File: src/rtl/noc_vc_grant_arbiter_pkg.sv
// Shared NoC fabric parameters and the VC grant arbiter state type.
package Noc_parameters;

   localparam int Noc_VC_Channel      = 4;
   localparam int Noc_VC_Lock_Timeout = 1024;

   typedef enum logic {ARB_IDLE, ARB_LOCKED} noc_vc_arb_state_t;

endpackage

File: src/rtl/noc_vc_grant_arbiter_rr_pick.sv
// Combinational round-robin pick: first set request at or above ptr, wrapping modulo N.
module noc_rr_pick #(
   parameter int N = 4
) (
   input  logic [N-1:0]         req,
   input  logic [$clog2(N)-1:0] ptr,
   output logic [N-1:0]         pick,
   output logic [$clog2(N)-1:0] idx,
   output logic                 any
);

   localparam int IdxW = $clog2(N);

   logic [IdxW-1:0] pos;
   logic            found;

   assign any = |req;

   always_comb begin
      pick  = '0;
      idx   = '0;
      pos   = '0;
      found = 1'b0;
      for (int i = 0; i < N; i++) begin
         pos = IdxW'((32'(ptr) + 32'(i)) % 32'(N));
         if (!found && req[pos]) begin
            found     = 1'b1;
            pick[pos] = 1'b1;
            idx       = pos;
         end
      end
   end

endmodule

File: src/rtl/noc_vc_grant_arbiter.sv
// Packet-level VC arbiter: round-robin grant on a head flit, held until the tail is accepted.
// Optional lock watchdog enabled by defining NOC_VC_ARB_WATCHDOG_EN.
module noc_vc_grant_arbiter
   import Noc_parameters::*;
#(
   parameter int CHANNELS     = Noc_VC_Channel,
   parameter int LOCK_TIMEOUT = Noc_VC_Lock_Timeout
) (
   input  logic                        noc_clk,
   input  logic                        noc_rst,
   input  logic [CHANNELS-1:0]         i_vc_valid,
   input  logic [CHANNELS-1:0]         i_vc_head,
   input  logic [CHANNELS-1:0]         i_vc_tail,
   input  logic                        i_merge_ready,
   output logic [CHANNELS-1:0]         o_vc_grant,
   output logic [$clog2(CHANNELS)-1:0] o_grant_id,
   output logic                        o_busy,
   output logic                        o_timeout
);

   localparam int IdxW = $clog2(CHANNELS);

   noc_vc_arb_state_t   state_q;
   logic [CHANNELS-1:0] grant_q;
   logic [IdxW-1:0]     grant_id_q;
   logic [IdxW-1:0]     ptr_q;

   logic [CHANNELS-1:0] req;
   logic [CHANNELS-1:0] pick;
   logic [IdxW-1:0]     pick_idx;
   logic [IdxW-1:0]     next_ptr;
   logic                any_req;
   logic                fire;
   logic                tail_fire;
   logic                release_lock;

   // Only head flits open a packet; body/tail flits of an unlocked VC are ignored.
   assign req = i_vc_valid & i_vc_head;

   noc_rr_pick #(
      .N(CHANNELS)
   ) u_rr_pick (
      .req  (req),
      .ptr  (ptr_q),
      .pick (pick),
      .idx  (pick_idx),
      .any  (any_req)
   );

   assign next_ptr  = (pick_idx == IdxW'(CHANNELS - 1)) ? '0 : pick_idx + IdxW'(1);
   assign fire      = (|(grant_q & i_vc_valid)) & i_merge_ready;
   assign tail_fire = fire & (|(grant_q & i_vc_tail));

`ifdef NOC_VC_ARB_WATCHDOG_EN
   localparam int CntW = $clog2(LOCK_TIMEOUT + 1);

   logic [CntW-1:0] wd_cnt_q;
   logic            wd_expire;
   logic            timeout_q;

   // Expires on the stalled cycle that would bring the count to LOCK_TIMEOUT.
   assign wd_expire    = (state_q == ARB_LOCKED) && !fire &&
                         (wd_cnt_q == CntW'(LOCK_TIMEOUT - 1));
   assign release_lock = tail_fire | wd_expire;
   assign o_timeout    = timeout_q;
`else
   logic unused_lock_timeout;

   assign unused_lock_timeout = ^LOCK_TIMEOUT;
   assign release_lock        = tail_fire;
   assign o_timeout           = 1'b0;
`endif

   always_ff @(posedge noc_clk or posedge noc_rst) begin
      if (noc_rst) begin
         state_q    <= ARB_IDLE;
         grant_q    <= '0;
         grant_id_q <= '0;
         ptr_q      <= '0;
`ifdef NOC_VC_ARB_WATCHDOG_EN
         wd_cnt_q   <= '0;
         timeout_q  <= 1'b0;
`endif
      end else begin
         case (state_q)
            ARB_IDLE: begin
               if (any_req) begin
                  state_q    <= ARB_LOCKED;
                  grant_q    <= pick;
                  grant_id_q <= pick_idx;
                  ptr_q      <= next_ptr;
               end
            end
            ARB_LOCKED: begin
               if (release_lock) begin
                  state_q    <= ARB_IDLE;
                  grant_q    <= '0;
                  grant_id_q <= '0;
               end
            end
            default: begin
               state_q    <= ARB_IDLE;
               grant_q    <= '0;
               grant_id_q <= '0;
            end
         endcase
`ifdef NOC_VC_ARB_WATCHDOG_EN
         timeout_q <= wd_expire;
         if ((state_q == ARB_LOCKED) && !fire && !wd_expire) begin
            wd_cnt_q <= wd_cnt_q + CntW'(1);
         end else begin
            wd_cnt_q <= '0;
         end
`endif
      end
   end

   assign o_vc_grant = grant_q;
   assign o_grant_id = grant_id_q;
   assign o_busy     = (state_q == ARB_LOCKED);

endmodule
File: config.mk
export PLATFORM = sky130hd
export DESIGN_NAME = noc_vc_grant_arbiter
export DESIGN_NICKNAME = d
export VERILOG_FILES = /design/src/rtl/noc_vc_grant_arbiter_pkg.sv /design/src/rtl/noc_vc_grant_arbiter_rr_pick.sv /design/src/rtl/noc_vc_grant_arbiter.sv
export SDC_FILE = /design/constraint.sdc
export NUM_CORES = 1
export LEC_CHECK = 0
export ABC_AREA = 1
export ABC_CLOCK_PERIOD_IN_PS = 3450
export CAP_MARGIN = 20
export CORE_MARGIN = 2
export CORE_UTILIZATION = 40
export DETAILED_ROUTE_END_ITERATION = 6
export HOLD_SLACK_MARGIN = 0.12
export PLACE_DENSITY = 0.74
export SYNTH_ARGS = -nofsm -noshare
export SYNTH_HDL_FRONTEND = slang
export SYNTH_SLANG_ARGS = --single-unit
File: constraint.sdc
create_clock -name noc_clk -period 3.45 [get_ports noc_clk]
set_input_delay 0.5175 -clock noc_clk [delete_from_list [all_inputs] [get_ports noc_clk]]
set_output_delay 0.5175 -clock noc_clk [all_outputs]
set_load 0.01 [all_outputs]
==> impl_summary.md, run 1 <==
Status
The run finished with clean final reports.

Synth
By area, the combinational part of the netlist is dominated by simple AND/OR/NAND/NOR gates. Synthesis inferred 9 register bits. The post-synthesis average cell area is 6.946 sq um. The complex-gate fraction of the synthesized area is 10.81%. The synthesized net count is 168. Ranked by total cell area, the synthesized netlist is headed by dfrtp_1 22%, nand2_1 16%, nand3_1 15%, ha_1 9.9%, nand3_2 8.0%. The biggest area contributor in the post-synthesis netlist is dfrtp_1.

After Yosys synthesis, full adders, half adders and majority gates account for 9.938% of the synthesized area. Of the post-synthesis cell area, the part taken by muxes is 0%. The share of synthesized cell area in and, or, nand and nor gates is 51.30%. For this run, the register share of the synthesized area comes to 22.36%. Summing every instance area after synthesis gives 1007 sq um. The cell count after synthesis came out at 145.

Yosys printed 0 warnings. The netlist uses 23 different library cells. The XOR/XNOR share of the synthesized area is 0%. In this run the biggest area consumer among cell types represents 22.36% of the synthesized area.

Drt
The detail route stage leaves a number of antenna-violating nets equal to 0. The DRC violations left is 0. The top routing layer in use is met3. The first detailed-routing pass ran for 4 iterations. The via count normalized by instance count is 5.460. The length of routed met3 wiring is 136 um.

The per-cell routed wire length is 13.44 um. The iteration-0 DRC count of the detailed router is 30. In the detailed route, the total length drawn on met2 is 1.278 mm. The final route contains 1081 vias.

The final layout contains routed wiring with a total length of 2.662 mm. In the final routing, the length of wire on met1 measures 1.247 mm.

Clock tree
The count of cells resized by post-cts repair is 0. The buffer type at the clock tree root is clkbuf_4. The post-CTS clock slew at the launch and capture registers of the worst setup and hold paths is 0.07 ns.

After clock tree synthesis, the flow added hold-fix buffers numbering 0. Counting every sink on the clock net gives 9. CTS built an H-tree with a depth of 1. In this run the deepest clock path goes through 2 buffers. Clock latency on the worst-skew pair, taken at its later pin, is 0.26 ns. After clock tree synthesis, the setup repair step added 0 buffers. The TritonCTS clock tree is built. In this run, CTS created clock tree buffers numbering 3.

Setup path
The critical path contains buffers and inverters numbering 2 combined. The dominant delay contributor by cell family on the critical path is simple AND/OR/NAND/NOR gates. The kind of critical path is flop to flop. In this design, the stage delay of the slowest critical-path cell is 0.67 ns. STA classifies the critical path startpoint as a flop. The critical path's most frequent cell is nand3_1. The worst setup path is captured at a flop. Traced cell by cell, the critical path runs through inv_2, ha_1, inv_2, nand3_1, nand2_1, nand3_1, nand3_1, nand2_2, nor2_4, nand2_2, nand3_2.

The end of the worst register-to-register path is ptr_q[1]$_DFFE_PP0P_. The reg-to-reg setup timing slack is 1.11 ns. In this run the worst path has a maximum fanout of 15.

STA puts the critical path data arrival time at 2.48 ns. The master of the slowest instance on the critical path is dfrtp_1. The origin of the critical flop-to-flop path is ptr_q[0]$_DFFE_PP0P_. The number of cells on the worst reg-to-reg path is 11.

Data on the critical path is required at its endpoint by 3.59 ns.

Die
The effective utilization at floorplan is 41.41%. The floorplan die height is 54.18 um. Measured along the x axis, the die boundary spans 54.18 um. The total area inside the core boundary comes to 2432 sq um.

The I/O pin total is 23. The die covers 2935 sq um. The number of core rows is 18.

Hold path
The type of the worst min-delay path is input pin to async pin.

STA
Counting I/O delays and the setup requirement, the final critical path takes 2.342 ns. The final hold violation count is 0. The total setup violations reported at the end of the flow is 0. For the final routed database, the setup TNS stands at 0 ns. The number of max-slew violations in the final report came to 0.

The worst pin sits at a relative slew slack of 65.26%. At the pin with the least slew margin, the transition time is 0.5211 ns. The upper clock frequency limit is 426.9 MHz. The worst setup skew after layout is 0.007677 ns.

The final clock period utilization by the worst path is 67.90%. Setup repair after global routing left no endpoint under its margin.

Final layout
From synthesis to final layout, the design area changed by 25.34%. The library cell used most frequently in the layout, excluding fill and tap cells, is nand2_1. The final standard cell count with taps included and fillers excluded is 198. The net count of the finished layout is 192.

0 antenna diodes ended up in the layout. After routing the design area is 1262 sq um. The fill cell total of the finished layout is 231. The top cell types in the final layout, fill and taps aside, are 44 x nand2_1, 30 x nand3_1, 21 x clkdlybuf4s50_1. The share of layout cells above drive strength 1 is 16.67%.

Run
The total of max-cap violations is 0.

Global route
Global routing finished with a remaining overflow of 0. The largest net degree at the start of global routing is 16. The global-route total usage across every layer is 20.15%.

The global-route wire length before repair is 4.457 mm. The via count of the first global-routing pass came to 983. The number of antenna violations at the first check in global routing is 0.

Placed design
Detailed placement finished with a half-perimeter wire length of 2.131 mm. Summing all placed instances gives a cell area of 1236 sq um. The total placed cells including tap cells is 194.

The count of buffers added on input and output ports is 21. The weighted congestion at the end of routability-driven global placement is 1.057.

Power
Across the VDD grid, the largest voltage drop is 0.0002161 V. Power spread over the standard cell area amounts to 196.6 nW/um^2. For this design the static power due to leakage is 0.6080 nW.
-- power breakdown --
group / switching [mW] / internal (mW) / total, mW
clock: 0.0391 / 0.0446 / 0.0837
combinational: 0.0333 / 0.0258 / 0.0591
sequential: 0 / 0.105 / 0.105
-- cells by family (layout without fill, tap and decap cells) --
group	Yosys count	in the layout
AND/OR/NAND/NOR	98	98
AO/OA/AOI/OAI	18	18
buffers and inverters	11	34
flip-flops	9	9
adder cells (fa/ha/maj)	8	8
other	1	1
-- how the worst max path moves through the flow --
| stage | from | end | slack [ns] | cells after the start |
|---|---|---|---|---|
| 2_1_floorplan | ptr_q[1]$_DFFE_PP0P_ | ptr_q[1]$_DFFE_PP0P_ | 1.64 | 11 |
| 4_1_cts | ptr_q[0]$_DFFE_PP0P_ | ptr_q[1]$_DFFE_PP0P_ | 1.16 | 11 |
| 3_3_place_gp | ptr_q[0]$_DFFE_PP0P_ | o_grant_id[1]$_DFFE_PP0P_ | 1.26 | 10 |
| 5_1_grt | ptr_q[0]$_DFFE_PP0P_ | ptr_q[1]$_DFFE_PP0P_ | 0.88 | 11 |
| 6_report | ptr_q[0]$_DFFE_PP0P_ | ptr_q[1]$_DFFE_PP0P_ | 1.11 | 11 |
| 3_5_place_dp | ptr_q[0]$_DFFE_PP0P_ | ptr_q[1]$_DFFE_PP0P_ | 1.17 | 11 |
-- sequential cells by signal, indices dropped and copies added (netlist names) --
name,flops
o_grant_id,2
o_busy,1
ptr_q,2
o_vc_grant,4
-- per-layer routing --
| layer | global-route usage (%) | vias up |
|---|---|---|
| met5 | 0 | - |
| met4 | 3.333 | 0 |
| met3 | 1.944 | 0 |
| met2 | 32.93 | 50 |
| met1 | 28.86 | 490 |
| li1 | - | 541 |
-- synthesized netlist by cell type (all sizes together) --
cell	instances
nand3	38
buf	2
inv	9
nand2	51
nor2	6
conb	1
a21oi	6
o21ai	9
nand4	2
a22o	3
ha	8
dfrtp	9
nand3b	1
-- through the flow --
step / setup slack, ns / total power [mW] / hold WS (ns) / util (%)
2_1_floorplan: 1.636 / 0.1401 / 0.3454 / -
3_3_place_gp: 1.263 / 0.1649 / 0.5054 / 50.82
3_5_place_dp: 1.170 / 0.1658 / 0.5153 / 50.82
4_1_cts: 1.155 / 0.2483 / 0.5232 / 51.90
5_1_grt: 0.8812 / 0.2609 / 0.5325 / 51.90
6_report: 1.108 / 0.2482 / 0.5208 / 51.90
-- final cells by class --
type,instances,area (sq um),area share (%)
Inverter,9,33.78,2.676
Multi-Input combinational cell,125,729.5,57.78
Clock buffer,4,26.28,2.081
Sequential cell,9,225.2,17.84
Tap cell,30,37.54,2.973
Timing Repair Buffer,21,210.2,16.65
(Power assumes the default switching activity.)
==> inputs of run 2 (changes only) <==
Settings changed: ABC_CLOCK_PERIOD_IN_PS 3450 to 2200.
Clock period 3.45 ns to 2.2 ns, I/O delays scaled along.
==> impl_summary.md, run 2 (synthesis results as in run 1) <==
Clock tree
The number of buffers inserted by post-CTS setup repair is 0. For the worst-skew pair, the clock arrives at the later sink with an insertion delay of 0.26 ns. The count of cells resized by post-cts repair is 0. The root buffer cell chosen for the clock tree is clkbuf_4. TritonCTS built the clock tree.

The number of hold buffers added after CTS was 0. In this run the number of H-tree levels came out at 1. The maximum count of clock buffers along a single path is 2. Buffers inserted during clock tree synthesis total 3.

The CTS sink count is 9. The post-CTS clock slew at the launch and capture registers of the worst setup and hold paths is 0.06 ns.

STA
The clock period could shrink to 1.916 ns. Adding up every negative setup slack in the final design gives 0 ns. Setup repair after global routing left no endpoint under its margin. The worst hold slack after final layout is 0.3284 ns.

The worst setup skew after layout is 0.005331 ns. The number of max-slew violations in the final report was 0. Of the available clock period, the critical path in the final layout requires 87.10%. Static timing analysis puts the maximum clock frequency at 521.9 MHz. The final hold violation count was 0. Setup violations remaining at the end of the flow were counted as 0.

Setup path
The worst setup path is of the flop to flop kind. The reg-to-reg setup timing slack is 0.28 ns. The element type at the critical path end is a flop. The data arrival time of the worst path is 2.05 ns. The capture point of the worst path is o_vc_grant[0]$_DFFE_PP0P_. STA classifies the critical path startpoint as a flop. The startpoint of the most critical setup path is ptr_q[1]$_DFFE_PP0P_. The maximum fanout encountered on the critical timing path is 8.

The critical path required time is 2.34 ns. The number of cells on the worst reg-to-reg path is 11. The end of the worst register-to-register path is o_vc_grant[0]$_DFFE_PP0P_.

The origin of the critical flop-to-flop path is ptr_q[1]$_DFFE_PP0P_.

Final layout
Fill cells in the final layout number 247. The area overhead of the layout relative to synthesis is 27.58%. The finished cells cover 1285 sq um. In the final layout, the share of cells above drive strength 1 is 18.13%.

Once layout is complete, the utilization of the core stands at 52.83%. Leaving out fill and tap cells, the most frequent cells in the layout are 44 x nand2_1, 30 x nand3_1, 21 x clkdlybuf4s50_1. The number of antenna diodes is 0. The library cell used most frequently in the layout, excluding fill and tap cells, is nand2_1. The net count of the finished layout is 195. The register with the most flip-flops in the layout has 4 of them.

Placed design
Once detailed placement completed, the half-perimeter wirelength came to 2.177 mm. Input and output buffers added on the ports amount to 21. The weighted congestion at the end of routability-driven global placement is 0.8981.

The post-detailed-placement cell area is 1259 sq um.

Run
Across the run, the number of max-cap violations was 0.

Die
The floorplan step defined a die boundary enclosing 2935 sq um. Once the floorplan was initialized, standard cells occupied 41.41% of the core. The number of core rows is 18. Pin placement for this block handled 23 I/O pins. The die is 54.18 um tall. The placeable core area is 2432 sq um. The die is 54.18 um wide.

Drt
Dividing the detail-routed wire length by the instance count gives 13.61 um. In this run the remaining antenna-violating nets after routing total 0. The detailed router placed 1096 vias in this run. The iteration count of the initial detailed-routing pass is 4.

The DRC violations left is 0. The via count normalized by instance count is 5.453. The iteration-0 DRC count of the detailed router is 33. The final layout contains routed wiring with a total length of 2.736 mm.

Power
Overall power consumption after layout is estimated at 0.3833 mW. For this design the static power due to leakage is 0.6218 nW. Dividing total power by cell area gives a power density of 298.3 nW/um^2. VDD sags by at most 0.0002558 V.

Global route
Summed over all layers, the global routing overflow is 0. The via count of the first global-routing pass was 1056. Entering global routing, the biggest net connects 15 pins. Global routing consumed, over all layers together, 22.12% of the routing resources. The number of antenna violations at the first check in global routing came to 0. The first global-routing pass estimated 4.726 mm of wire.

Status
The run finished with clean final reports.

Hold path
In this run the worst hold path is classified as input pin to async pin.
-- run 2: cell count changes in the layout (fill, tap and decap cells not counted) --
| cell | before | now |
|---|---|---|
| buf_4 | 0 | 3 |
-- run 2: report_power, final --
| group | internal [mW] | leakage, nW | switching, mW |
|---|---|---|---|
| Clock | 0.0699 | 0.0150 | 0.0570 |
| Combinational | 0.0404 | 0.497 | 0.0505 |
| Sequential | 0.165 | 0.110 | 0 |
| Total | 0.276 | 0.622 | 0.108 |
-- run 2: area by class of cell --
| type | instances | area [sq um] | share of cell area [%] |
|---|---|---|---|
| flip-flops and latches | 9 | 225.2 | 17.53 |
| inverters | 9 | 33.78 | 2.629 |
| multi-input cells | 125 | 729.5 | 56.77 |
| well taps | 30 | 37.54 | 2.921 |
| repair buffers | 24 | 232.7 | 18.11 |
| clock buffers | 4 | 26.28 | 2.045 |
-- run 2: critical path, cell delays in order, from the launching register on --
cell	delay, ns
dfrtp_1	0.35
inv_2	0.10
ha_1	0.46
inv_2	0.10
nand3_1	0.09
nand2_1	0.10
nand3_1	0.13
inv_2	0.07
nand2_1	0.06
nand3_1	0.06
o21ai_1	0.18
nand2_1	0.08
-- run 2: worst min-delay path by stage --
stage / end / depth (start not counted)
final: o_vc_grant[2]$_DFFE_PP0P_ / 2
after global routing: o_vc_grant[2]$_DFFE_PP0P_ / 2
after CTS: o_busy$_DFF_PP0_ / 2
after detailed placement: o_grant_id[0]$_DFFE_PP0P_ / 2
after global placement: o_grant_id[1]$_DFFE_PP0P_ / 2
after floorplan: o_busy$_DFF_PP0_ / 1
-- run 2: per-layer routing --
metal	vias to the layer above	wire length [um]	global-route usage [%]
met5	-	0	0
met4	0	0	6.250
met3	0	99	4.722
met2	31	1395	37.55
met1	517	1241	27.97
li1	548	-	-
-- run 2: stage by stage --
stage | worst slack (ns) | cells
2_1_floorplan | 0.3855 | 145
3_3_place_gp | 0.3257 | 197
3_5_place_dp | 0.2683 | 197
4_1_cts | 0.3100 | 201
5_1_grt | 0.08855 | 201
6_report | 0.2838 | 201
